### src/rtl/simple_uart_pkg.sv
// Shared definitions for the memory-mapped UART transmitter.
// Latency: n/a (types and constants only).
// Backpressure: n/a.
package simple_uart_pkg;

  // Register word indices, decoded from addr[9:2] (byte offset = index * 4).
  localparam logic [7:0] TXDATA_IDX = 8'h00;  // 0x0
  localparam logic [7:0] STATUS_IDX = 8'h01;  // 0x4
  localparam logic [7:0] CTRL_IDX   = 8'h02;  // 0x8
  localparam logic [7:0] CLKDIV_IDX = 8'h03;  // 0xC

  // STATUS bit positions; the FIFO level sits in [15:8].
  localparam int unsigned STATUS_FULL_BIT  = 0;
  localparam int unsigned STATUS_EMPTY_BIT = 1;
  localparam int unsigned STATUS_BUSY_BIT  = 2;
  localparam int unsigned STATUS_OVF_BIT   = 3;
  localparam int unsigned STATUS_LVL_LSB   = 8;

  // CTRL bit positions.
  localparam int unsigned CTRL_TX_EN_BIT  = 0;
  localparam int unsigned CTRL_IRQ_EN_BIT = 1;

  typedef enum logic [1:0] {
    ST_IDLE  = 2'd0,
    ST_START = 2'd1,
    ST_DATA  = 2'd2,
    ST_STOP  = 2'd3
  } uart_tx_state_e;

endpackage

### src/rtl/uart_tx_fifo.sv
// Synchronous FIFO with occupancy count; Depth must be a power of two.
// Latency: a pushed entry is visible on data_o / empty_o the cycle after the push.
// Backpressure: pushes while full and pops while empty are silently ignored.
module uart_tx_fifo #(
  parameter int unsigned Width = 8,
  parameter int unsigned Depth = 8
) (
  input  logic                     clk_i,
  input  logic                     rst_ni,
  input  logic                     push_i,
  input  logic [Width-1:0]         data_i,
  input  logic                     pop_i,
  output logic [Width-1:0]         data_o,
  output logic                     full_o,
  output logic                     empty_o,
  output logic [$clog2(Depth):0]   level_o
);

  localparam int unsigned PtrW = $clog2(Depth);
  localparam int unsigned LvlW = PtrW + 1;
  localparam logic [LvlW-1:0] FullLvl = LvlW'(Depth);

  logic [Width-1:0] mem_q [Depth];
  logic [Width-1:0] mem_d [Depth];
  logic [PtrW-1:0]  wptr_q, wptr_d, rptr_q, rptr_d;
  logic [LvlW-1:0]  level_q, level_d;
  logic             do_push, do_pop;

  // Full is judged on the registered level, so a pop in the same cycle cannot make room.
  assign full_o  = (level_q == FullLvl);
  assign empty_o = (level_q == '0);
  assign level_o = level_q;
  assign data_o  = mem_q[rptr_q];
  assign do_push = push_i & ~full_o;
  assign do_pop  = pop_i & ~empty_o;

  // Next-state for storage, pointers and occupancy.
  always_comb begin
    mem_d   = mem_q;
    wptr_d  = wptr_q;
    rptr_d  = rptr_q;
    level_d = level_q;
    if (do_push) begin
      mem_d[wptr_q] = data_i;
      wptr_d        = wptr_q + PtrW'(1);
    end
    if (do_pop) begin
      rptr_d = rptr_q + PtrW'(1);
    end
    unique case ({do_push, do_pop})
      2'b10:   level_d = level_q + LvlW'(1);
      2'b01:   level_d = level_q - LvlW'(1);
      default: level_d = level_q;
    endcase
  end

  // FIFO state registers.
  always_ff @(posedge clk_i or negedge rst_ni) begin
    if (!rst_ni) begin
      for (int unsigned i = 0; i < Depth; i++) begin
        mem_q[i] <= '0;
      end
      wptr_q  <= '0;
      rptr_q  <= '0;
      level_q <= '0;
    end else begin
      mem_q   <= mem_d;
      wptr_q  <= wptr_d;
      rptr_q  <= rptr_d;
      level_q <= level_d;
    end
  end

endmodule

### src/rtl/simple_uart_tx.sv
// Memory-mapped 8N1 UART transmitter: bus CSRs, TX FIFO, baud counter, serializer.
// Latency: bus response 1 cycle after request; first start bit 2 cycles after a TXDATA write to an idle line.
// Backpressure: none on the bus; a TXDATA write to a full FIFO is dropped with err=1 and sticky ovf.
module simple_uart_tx
  import simple_uart_pkg::*;
#(
  parameter int unsigned DataWidth    = 32,  // only 32 is supported
  parameter int unsigned AddressWidth = 32,
  parameter int unsigned FifoDepth    = 8,
  parameter logic [15:0] ClkDivReset  = 16'd867
) (
  input  logic                    clk_i,
  input  logic                    rst_ni,
  input  logic                    uart_req_i,
  input  logic                    uart_we_i,
  input  logic [3:0]              uart_be_i,
  input  logic [AddressWidth-1:0] uart_addr_i,
  input  logic [DataWidth-1:0]    uart_wdata_i,
  output logic                    uart_rvalid_o,
  output logic [DataWidth-1:0]    uart_rdata_o,
  output logic                    uart_err_o,
  output logic                    tx_o,
  output logic                    irq_o
);

  localparam int unsigned LvlW = $clog2(FifoDepth) + 1;

  logic [7:0]           reg_idx;
  logic                 fifo_push, fifo_pop, fifo_full, fifo_empty;
  logic [7:0]           fifo_rdata;
  logic [LvlW-1:0]      fifo_level;
  logic [DataWidth-1:0] status_word;
  logic                 launch;

  logic                 rvalid_q, rvalid_d, err_q, err_d, ovf_q, ovf_d;
  logic [DataWidth-1:0] rdata_q, rdata_d;
  logic [1:0]           ctrl_q, ctrl_d;
  logic [15:0]          clkdiv_q, clkdiv_d;
  uart_tx_state_e       state_q, state_d;
  logic [15:0]          baud_q, baud_d, div_q, div_d;
  logic [7:0]           shreg_q, shreg_d;
  logic [2:0]           bitcnt_q, bitcnt_d;
  logic                 tx_q, tx_d, irq_q, irq_d;

  logic unused_bus;
  assign unused_bus = ^{uart_addr_i[AddressWidth-1:10], uart_addr_i[1:0],
                        uart_wdata_i[DataWidth-1:16], uart_be_i[3:2]};

  assign reg_idx = uart_addr_i[9:2];

  uart_tx_fifo #(
    .Width (8),
    .Depth (FifoDepth)
  ) u_fifo (
    .clk_i   (clk_i),
    .rst_ni  (rst_ni),
    .push_i  (fifo_push),
    .data_i  (uart_wdata_i[7:0]),
    .pop_i   (fifo_pop),
    .data_o  (fifo_rdata),
    .full_o  (fifo_full),
    .empty_o (fifo_empty),
    .level_o (fifo_level)
  );

  // STATUS read view assembled from live FIFO/FSM state.
  always_comb begin
    status_word                                = '0;
    status_word[STATUS_LVL_LSB +: 8]           = 8'(fifo_level);
    status_word[STATUS_FULL_BIT]               = fifo_full;
    status_word[STATUS_EMPTY_BIT]              = fifo_empty;
    status_word[STATUS_BUSY_BIT]               = (state_q != ST_IDLE);
    status_word[STATUS_OVF_BIT]                = ovf_q;
  end

  // Bus decode: response word, CSR writes and FIFO push.
  always_comb begin
    rvalid_d  = uart_req_i;
    rdata_d   = '0;
    err_d     = 1'b0;
    fifo_push = 1'b0;
    ovf_d     = ovf_q;
    ctrl_d    = ctrl_q;
    clkdiv_d  = clkdiv_q;
    if (uart_req_i) begin
      unique case (reg_idx)
        TXDATA_IDX: begin
          if (uart_we_i && uart_be_i[0]) begin
            if (fifo_full) begin
              err_d = 1'b1;
              ovf_d = 1'b1;
            end else begin
              fifo_push = 1'b1;
            end
          end
        end
        STATUS_IDX: begin
          if (uart_we_i) begin
            if (uart_be_i[0] && uart_wdata_i[STATUS_OVF_BIT]) ovf_d = 1'b0;
          end else begin
            rdata_d = status_word;
          end
        end
        CTRL_IDX: begin
          if (uart_we_i) begin
            if (uart_be_i[0]) ctrl_d = uart_wdata_i[1:0];
          end else begin
            rdata_d[1:0] = ctrl_q;
          end
        end
        CLKDIV_IDX: begin
          if (uart_we_i) begin
            if (uart_be_i[0]) clkdiv_d[7:0]  = uart_wdata_i[7:0];
            if (uart_be_i[1]) clkdiv_d[15:8] = uart_wdata_i[15:8];
          end else begin
            rdata_d[15:0] = clkdiv_q;
          end
        end
        default: err_d = 1'b1;
      endcase
    end
  end

  // Serializer next-state: start bit, 8 data bits LSB first, stop bit, optional back-to-back launch.
  always_comb begin
    state_d  = state_q;
    baud_d   = baud_q;
    div_d    = div_q;
    shreg_d  = shreg_q;
    bitcnt_d = bitcnt_q;
    tx_d     = tx_q;
    launch   = 1'b0;
    unique case (state_q)
      ST_IDLE: begin
        tx_d   = 1'b1;
        launch = ctrl_q[CTRL_TX_EN_BIT] & ~fifo_empty;
      end
      ST_START: begin
        if (baud_q == 16'd0) begin
          state_d  = ST_DATA;
          baud_d   = div_q;
          bitcnt_d = 3'd0;
          tx_d     = shreg_q[0];
        end else begin
          baud_d = baud_q - 16'd1;
        end
      end
      ST_DATA: begin
        if (baud_q == 16'd0) begin
          baud_d = div_q;
          if (bitcnt_q == 3'd7) begin
            state_d = ST_STOP;
            tx_d    = 1'b1;
          end else begin
            bitcnt_d = bitcnt_q + 3'd1;
            shreg_d  = {1'b0, shreg_q[7:1]};
            tx_d     = shreg_q[1];
          end
        end else begin
          baud_d = baud_q - 16'd1;
        end
      end
      ST_STOP: begin
        if (baud_q == 16'd0) begin
          state_d = ST_IDLE;
          tx_d    = 1'b1;
          launch  = ctrl_q[CTRL_TX_EN_BIT] & ~fifo_empty;
        end else begin
          baud_d = baud_q - 16'd1;
        end
      end
      default: state_d = ST_IDLE;
    endcase
    // A launch samples CLKDIV once, so mid-frame writes only affect the next frame.
    if (launch) begin
      state_d = ST_START;
      div_d   = clkdiv_q;
      baud_d  = clkdiv_q;
      shreg_d = fifo_rdata;
      tx_d    = 1'b0;
    end
    fifo_pop = launch;
    irq_d    = ctrl_q[CTRL_IRQ_EN_BIT] & fifo_empty & (state_q == ST_IDLE);
  end

  // All control/response state; tx resets high so the line is idle during reset.
  always_ff @(posedge clk_i or negedge rst_ni) begin
    if (!rst_ni) begin
      rvalid_q <= 1'b0;
      rdata_q  <= '0;
      err_q    <= 1'b0;
      ovf_q    <= 1'b0;
      ctrl_q   <= 2'b00;
      clkdiv_q <= ClkDivReset;
      state_q  <= ST_IDLE;
      baud_q   <= 16'd0;
      div_q    <= 16'd0;
      shreg_q  <= 8'd0;
      bitcnt_q <= 3'd0;
      tx_q     <= 1'b1;
      irq_q    <= 1'b0;
    end else begin
      rvalid_q <= rvalid_d;
      rdata_q  <= rdata_d;
      err_q    <= err_d;
      ovf_q    <= ovf_d;
      ctrl_q   <= ctrl_d;
      clkdiv_q <= clkdiv_d;
      state_q  <= state_d;
      baud_q   <= baud_d;
      div_q    <= div_d;
      shreg_q  <= shreg_d;
      bitcnt_q <= bitcnt_d;
      tx_q     <= tx_d;
      irq_q    <= irq_d;
    end
  end

  assign uart_rvalid_o = rvalid_q;
  assign uart_rdata_o  = rdata_q;
  assign uart_err_o    = err_q;
  assign tx_o          = tx_q;
  assign irq_o         = irq_q;

endmodule
### config.mk
export PLATFORM = sky130hd
export DESIGN_NAME = simple_uart_tx
export DESIGN_NICKNAME = d
export VERILOG_FILES = /design/src/rtl/simple_uart_pkg.sv /design/src/rtl/uart_tx_fifo.sv /design/src/rtl/simple_uart_tx.sv
export SDC_FILE = /design/constraint.sdc
export NUM_CORES = 1
export LEC_CHECK = 0
export BUFFER_PORTS_ARGS = -buffer_cell sky130_fd_sc_hd__clkbuf_2
export CAP_MARGIN = 20
export CORE_UTILIZATION = 55
export CTS_CLUSTER_DIAMETER = 30
export DETAILED_ROUTE_END_ITERATION = 8
export GPL_ROUTABILITY_DRIVEN = 0
export PLACE_DENSITY = 0.89
export SLEW_MARGIN = 0
export SYNTH_ARGS = -nofsm -noshare
export SYNTH_HDL_FRONTEND = slang
export SYNTH_SLANG_ARGS = --single-unit
export TNS_END_PERCENT = 5
### constraint.sdc
create_clock -name clk_i -period 7.05 [get_ports clk_i]
set_input_delay 1.0575 -clock clk_i [delete_from_list [all_inputs] [get_ports clk_i]]
set_output_delay 1.0575 -clock clk_i [all_outputs]
set_load 0.1 [all_outputs]
* Word level (Yosys, flattened, before mapping)
Cells that the tools add are included.
Word-level totals: flip-flop bits (word level) 174, input port bits 72, output and inout port bits 36, word-level logic and storage cells 145
Operators by class: add/subtract/negate cells 6, magnitude comparators 3, equal/unequal tests 23, mux-type cells 53, bitwise logic cells 9, reductions and logical operators 26
Operators by type and width (count):
- $mux 16 | 5
- $bwmux 64 | 1
- $mux 8 | 7
- $mux 32 | 1
- $pmux 16 s2 | 1
- $pmux 14 s2 | 1
- $bmux 8 s3 | 1
- $demux 8 s3 | 1
- $mux 1 | 17
- $eq 8x2->1 const B | 2
- $logic_not 16->1 | 1
- $reduce_and 4->1 | 4
- $sub 16x1->16 const B | 1
- $ne 3x2->1 const B | 5
- $ne 2x2->1 const B | 7
- $mux 12 | 1
- $mux 2 | 6
- $pmux 2 s3 | 2
- $reduce_bool 2->1 | 6
- $add 3x1->3 const B | 3
- $mux 3 | 3
- $eq 8x1->1 const B | 1
- $ge 4x4->1 const B | 2
- $logic_not 8->1 | 1
- other kinds (26) | 40

* Logic depth before layout (Yosys ltp)
depth after elaboration 8, mapped depth 16, mapped depth without buffers 12

* Cells and area by module
Synthesis repeated with hierarchy kept, for this count alone.
Unflattened totals: cell total of the unflattened synthesis 675, area total of the unflattened synthesis 7996.4 um2
By module, submodules not included:
- simple_uart_tx | instances 1, cells an instance 448, area an instance 4394.2 um2, sequential area each 2110.8 um2
- uart_tx_fifo | instances 1, cells an instance 227, area an instance 3602.2 um2, sequential area each 1851.8 um2

* Least setup slack after synthesis
No wires, ideal clock.
path kind input to register, start input port uart_addr_i[9], end register u_fifo.level_q[2], in the netlist u_fifo.level_o[2], setup time 0.125 ns, data arrival time 3.102 ns, required time 6.925 ns, setup slack 3.823 ns, cell stages on the path 12, buffers on the path 1, cell sequence nor4_2 nand3_1 nor3b_2 buf_4 inv_1 ha_1 xor2_1 ha_1 a21oi_1 xor2_1 nor2_1 xor2_1
On the way: cells in the longest elaborated chain, start to end 6, elaborated cells on any way between the ends 8, those cells by class eq/ne (2); mux (3); bitwise (1); reduce/logical (2)
RTL lines:
- start, declared | line simple_uart_tx.sv:17 | input logic [AddressWidth-1:0] uart_addr_i,
- $logic_not 8->1 * | line simple_uart_tx.sv:86 | unique case (reg_idx)
- $mux 1 * | line simple_uart_tx.sv:86
- $mux 1 * | line simple_uart_tx.sv:85 | if (uart_req_i) begin
- $and 1x1->1 * | line uart_tx_fifo.sv:34 | assign do_push = push_i & ~full_o;
- $eq 2x1->1 / $eq 2x2->1 (equally long branches) | line uart_tx_fifo.sv:50 | unique case ({do_push, do_pop})
- $pmux 4 s2 / $reduce_bool 2->1 (equally long branches)
- end signal, assigned | line uart_tx_fifo.sv:70 | level_q <= level_d;
- end, declared | line uart_tx_fifo.sv:26 | logic [LvlW-1:0] level_q, level_d;
Mark *: on every way between the ends. The rest lies on a longest branch, timed or not. A chain may end at the register's enable or synchronous reset.

* Final worst setup path
Ends and elaborated chain as after synthesis.

==> results.cfg <==
[status]
status = finished clean

[job]
max_cap_viol_count = 0

[floorplan]
die_h_um = 120
start_util_pct = 57.3
core-area_sq_mm = 0.0135
row_count = 42
io_pins = 108
dieArea_sq_mm = 0.0145
chipWidth_um = 120

[sta]
clock_skew_ns = 0.00690
rsz0062_at_grt = false
hold_ws_ns = 0.499
worst_slew_pin_slew_ns = 0.922
maxSlewHeadroom_pct = 38.3
post-route-min-period_ns = 3.69
setup_tns_ns = 0
min_period_over_period_pct = 52.3
finalWorstSetupSlack_ns = 3.36
setup_viol = 0
timing_hold_violations_final = 0
max_freq_mhz = 271
slew_violations = 0

[worst_setup_path]
cp_slowest_cell = nor3b_2
r2r_end = u_fifo.level_o[2]
cp-start-kind = input port
cp_slowest_stage_delay_ns = 0.82
path_depth = 12
worstPathRequired_ns = 7.35
worst_r2r_path_depth = 12
cp_top_family = simple AND/OR/NAND/NOR gates
worstPathCellList = clkbuf_2 -> nor4_2 -> nand3_1 -> nor3b_2 -> inv_1 -> ha_1 -> xor2_1 -> ha_1 -> a21oi_1 -> xor2_1 -> nor2_1 -> xor2_1
critPathArrivalTime_ns = 3.99
crit_buf_inv = 2
crit_type = input port to register
cp_max_fo = 12
rr_startpoint = baud_q[0]
critPathMostFrequentCell = xor2_1
cp-end-kind = register
reg2reg_slack_ns = 3.85

[global_route]
antenna_found_initial = 0
grt.total_usage_pct = 23.7
overflow = 0
grt_pass1_vias = 5098
grt_pass1_wl_um = 26200
grt_max_degree = 90

[synth]
synth_edf_count = 0
ys_seq_area_share_pct = 51.4
async_flop_share_pct = 100
yosys_register_bits = 158
ys_warn_count = 0
syn_area_per_cell_sq_um = 13.1
syn_inst = 590
synth.distinct_cells = 68
syn_area_sq_mm = 0.00771
ys.flop_type = dfrtp_1

[layout]
drive_gt1_share_pct = 35.4
syn2layout_area_growth_pct = 11.9
antenna_cells = 0
stdcell_count = 817
stdcell_area_sq_mm = 0.00863
fin_nets = 714
post-route-util_pct = 64.2

[route]
via_per_inst = 6.04
vias = 4932
drt-total-wl_um = 15800
first_iter_violations = 466
drc = 0
wl_per_cell_um = 19.3
drt-pass1-iter-count = 5
antenna_left = 0

[placement]
pre_cts_slack_ns = 2.96
dp_cells = 784
dp_hpwl_um = 10100
io_buffers = 49
place_area_sq_mm = 0.00796

[power_and_ir_drop]
total_power_mw = 2.60
p_per_area_mw_per_mm2 = 301
leakage_nw = 4.15
worst_ir_drop_vdd_mv = 0.214

[min_path]
hold_start = u_fifo.mem_q[5]
whs_endpoint = u_fifo.mem_q[5]
hold-path-cell-count = 1
hp-class = register to register

[clock_tree]
cts_tree = yes
htree_num_levels = 4
cts_root_buf = clkbuf_16
clk_path_buf_depth = 2
cts_sinks = 158
postCtsSetupBuffers = 0
cts_resized = 0
cts_hold_buffers = 0
clk_pin_slew_worst_paths_ns = 0.06
insertion_delay_ns = 0.42
cts_buffers = 17
==> registers in the layout, indices dropped and copies added (netlist names) <==
name,count
u_fifo.mem_q,64
baud_q,16
clkdiv_q,16
div_q,16
uart_rdata_o,16
shreg_q,8
u_fifo.level_o,4
bitcnt_q,3
u_fifo.rptr_q,3
u_fifo.wptr_q,3
ctrl_q,2
state_q,2
irq_o,1
ovf_q,1
tx_o,1
uart_err_o,1
uart_rvalid_o,1
==> Yosys cell counts, types with 2 or more instances <==
master | instances | share of area (%)
dfrtp_1 | 151 | 49
clkbuf_1 | 10 | 0.49
xor2_1 | 12 | 1.4
o21ai_0 | 9 | 0.58
and2_1 | 8 | 0.65
ha_1 | 14 | 2.3
buf_2 | 9 | 0.58
nor4b_1 | 3 | 0.34
or4_1 | 3 | 0.29
nor3_1 | 13 | 0.84
nand4_2 | 2 | 0.32
a211o_1 | 2 | 0.23
a22o_1 | 5 | 0.57
buf_1 | 5 | 0.24
a21oi_1 | 17 | 1.1
nor4_1 | 4 | 0.32
a221o_1 | 9 | 1.2
mux2i_1 | 26 | 3.4
mux2_2 | 103 | 15
nand3_1 | 9 | 0.58
and3_1 | 5 | 0.41
o31ai_1 | 2 | 0.19
a211oi_1 | 2 | 0.19
nor2_1 | 25 | 1.2
a22oi_1 | 6 | 0.58
nand2_1 | 23 | 1.1
inv_1 | 13 | 0.63
buf_6 | 4 | 0.58
nand4b_2 | 2 | 0.39
buf_4 | 22 | 2.1
xnor2_1 | 6 | 0.68
a31oi_1 | 3 | 0.24
nor2b_1 | 4 | 0.32
dfstp_2 | 7 | 2.4
o211ai_1 | 3 | 0.29
mux4_2 | 16 | 4.7
o32a_1 | 2 | 0.26
==> layout make-up <==
type / count / area (sq um)
repair buffers: 54 / 309
flip-flops and latches: 158 / 3960
clock buffers: 20 / 457
well taps: 176 / 220
fillers: 953 / 4820
clock inverters: 12 / 190
multi-input cells: 384 / 3440
inverters: 13 / 48.8
==> power breakdown <==
part           total [mW]  switching [mW]  internal (mW)
Combinational       0.548           0.346          0.202
Clock               0.998           0.355          0.643
Sequential           1.05          0.0828          0.970
Total                2.60           0.784           1.82
==> layer usage <==
| layer | global-route usage, % | share of wire, % |
|---|---|---|
| met2 | 40.4 | 52 |
| met3 | 5.52 | 4.9 |
| met5 | 0 | 0 |
| met4 | 8.64 | 2.1 |
| met1 | 29.4 | 41 |
==> placed cells by master, fill, tap and decap left out, types with 6 or more instances in the layout <==
cell type and instances:
clkbuf_16 17, clkbuf_2 48, mux2_2 103, nor2_1 25, inv_1 13, xor2_1 12, and2_1 8, ha_1 14
o21ai_0 9, a22oi_1 6, a21oi_1 17, xnor2_1 6, dfstp_2 7, a221o_1 9, nand2_1 23, nor3_1 13
mux2i_1 26, mux4_2 16, dfrtp_1 151, conb_1 16, nand3_1 9
==> how the worst max path moves through the flow <==
stage / end / slack, ns / startpoint
finish: u_fifo.level_o[2] / 3.36 / uart_addr_i[9]
CTS: u_fifo.level_o[2] / 3.41 / uart_addr_i[9]
floorplan: u_fifo.level_o[2] / 3.82 / uart_addr_i[9]
global placement: u_fifo.level_o[2] / 3.20 / uart_addr_i[9]
detailed placement: u_fifo.level_o[2] / 2.96 / uart_addr_i[9]
global route: u_fifo.level_o[2] / 3.16 / uart_addr_i[9]
==> cells by family after synthesis <==
kind of cell / synth area share [%]
AO/OA/AOI/OAI: 7.14
other: 0.0486
adder cells (fa/ha/maj): 2.27
buffers and inverters: 4.67
XOR/XNOR: 2.04
multiplexers: 23.1
flip-flops: 51.4
AND/OR/NAND/NOR: 9.35
No activity file was read; power rests on OpenSTA's default activity.
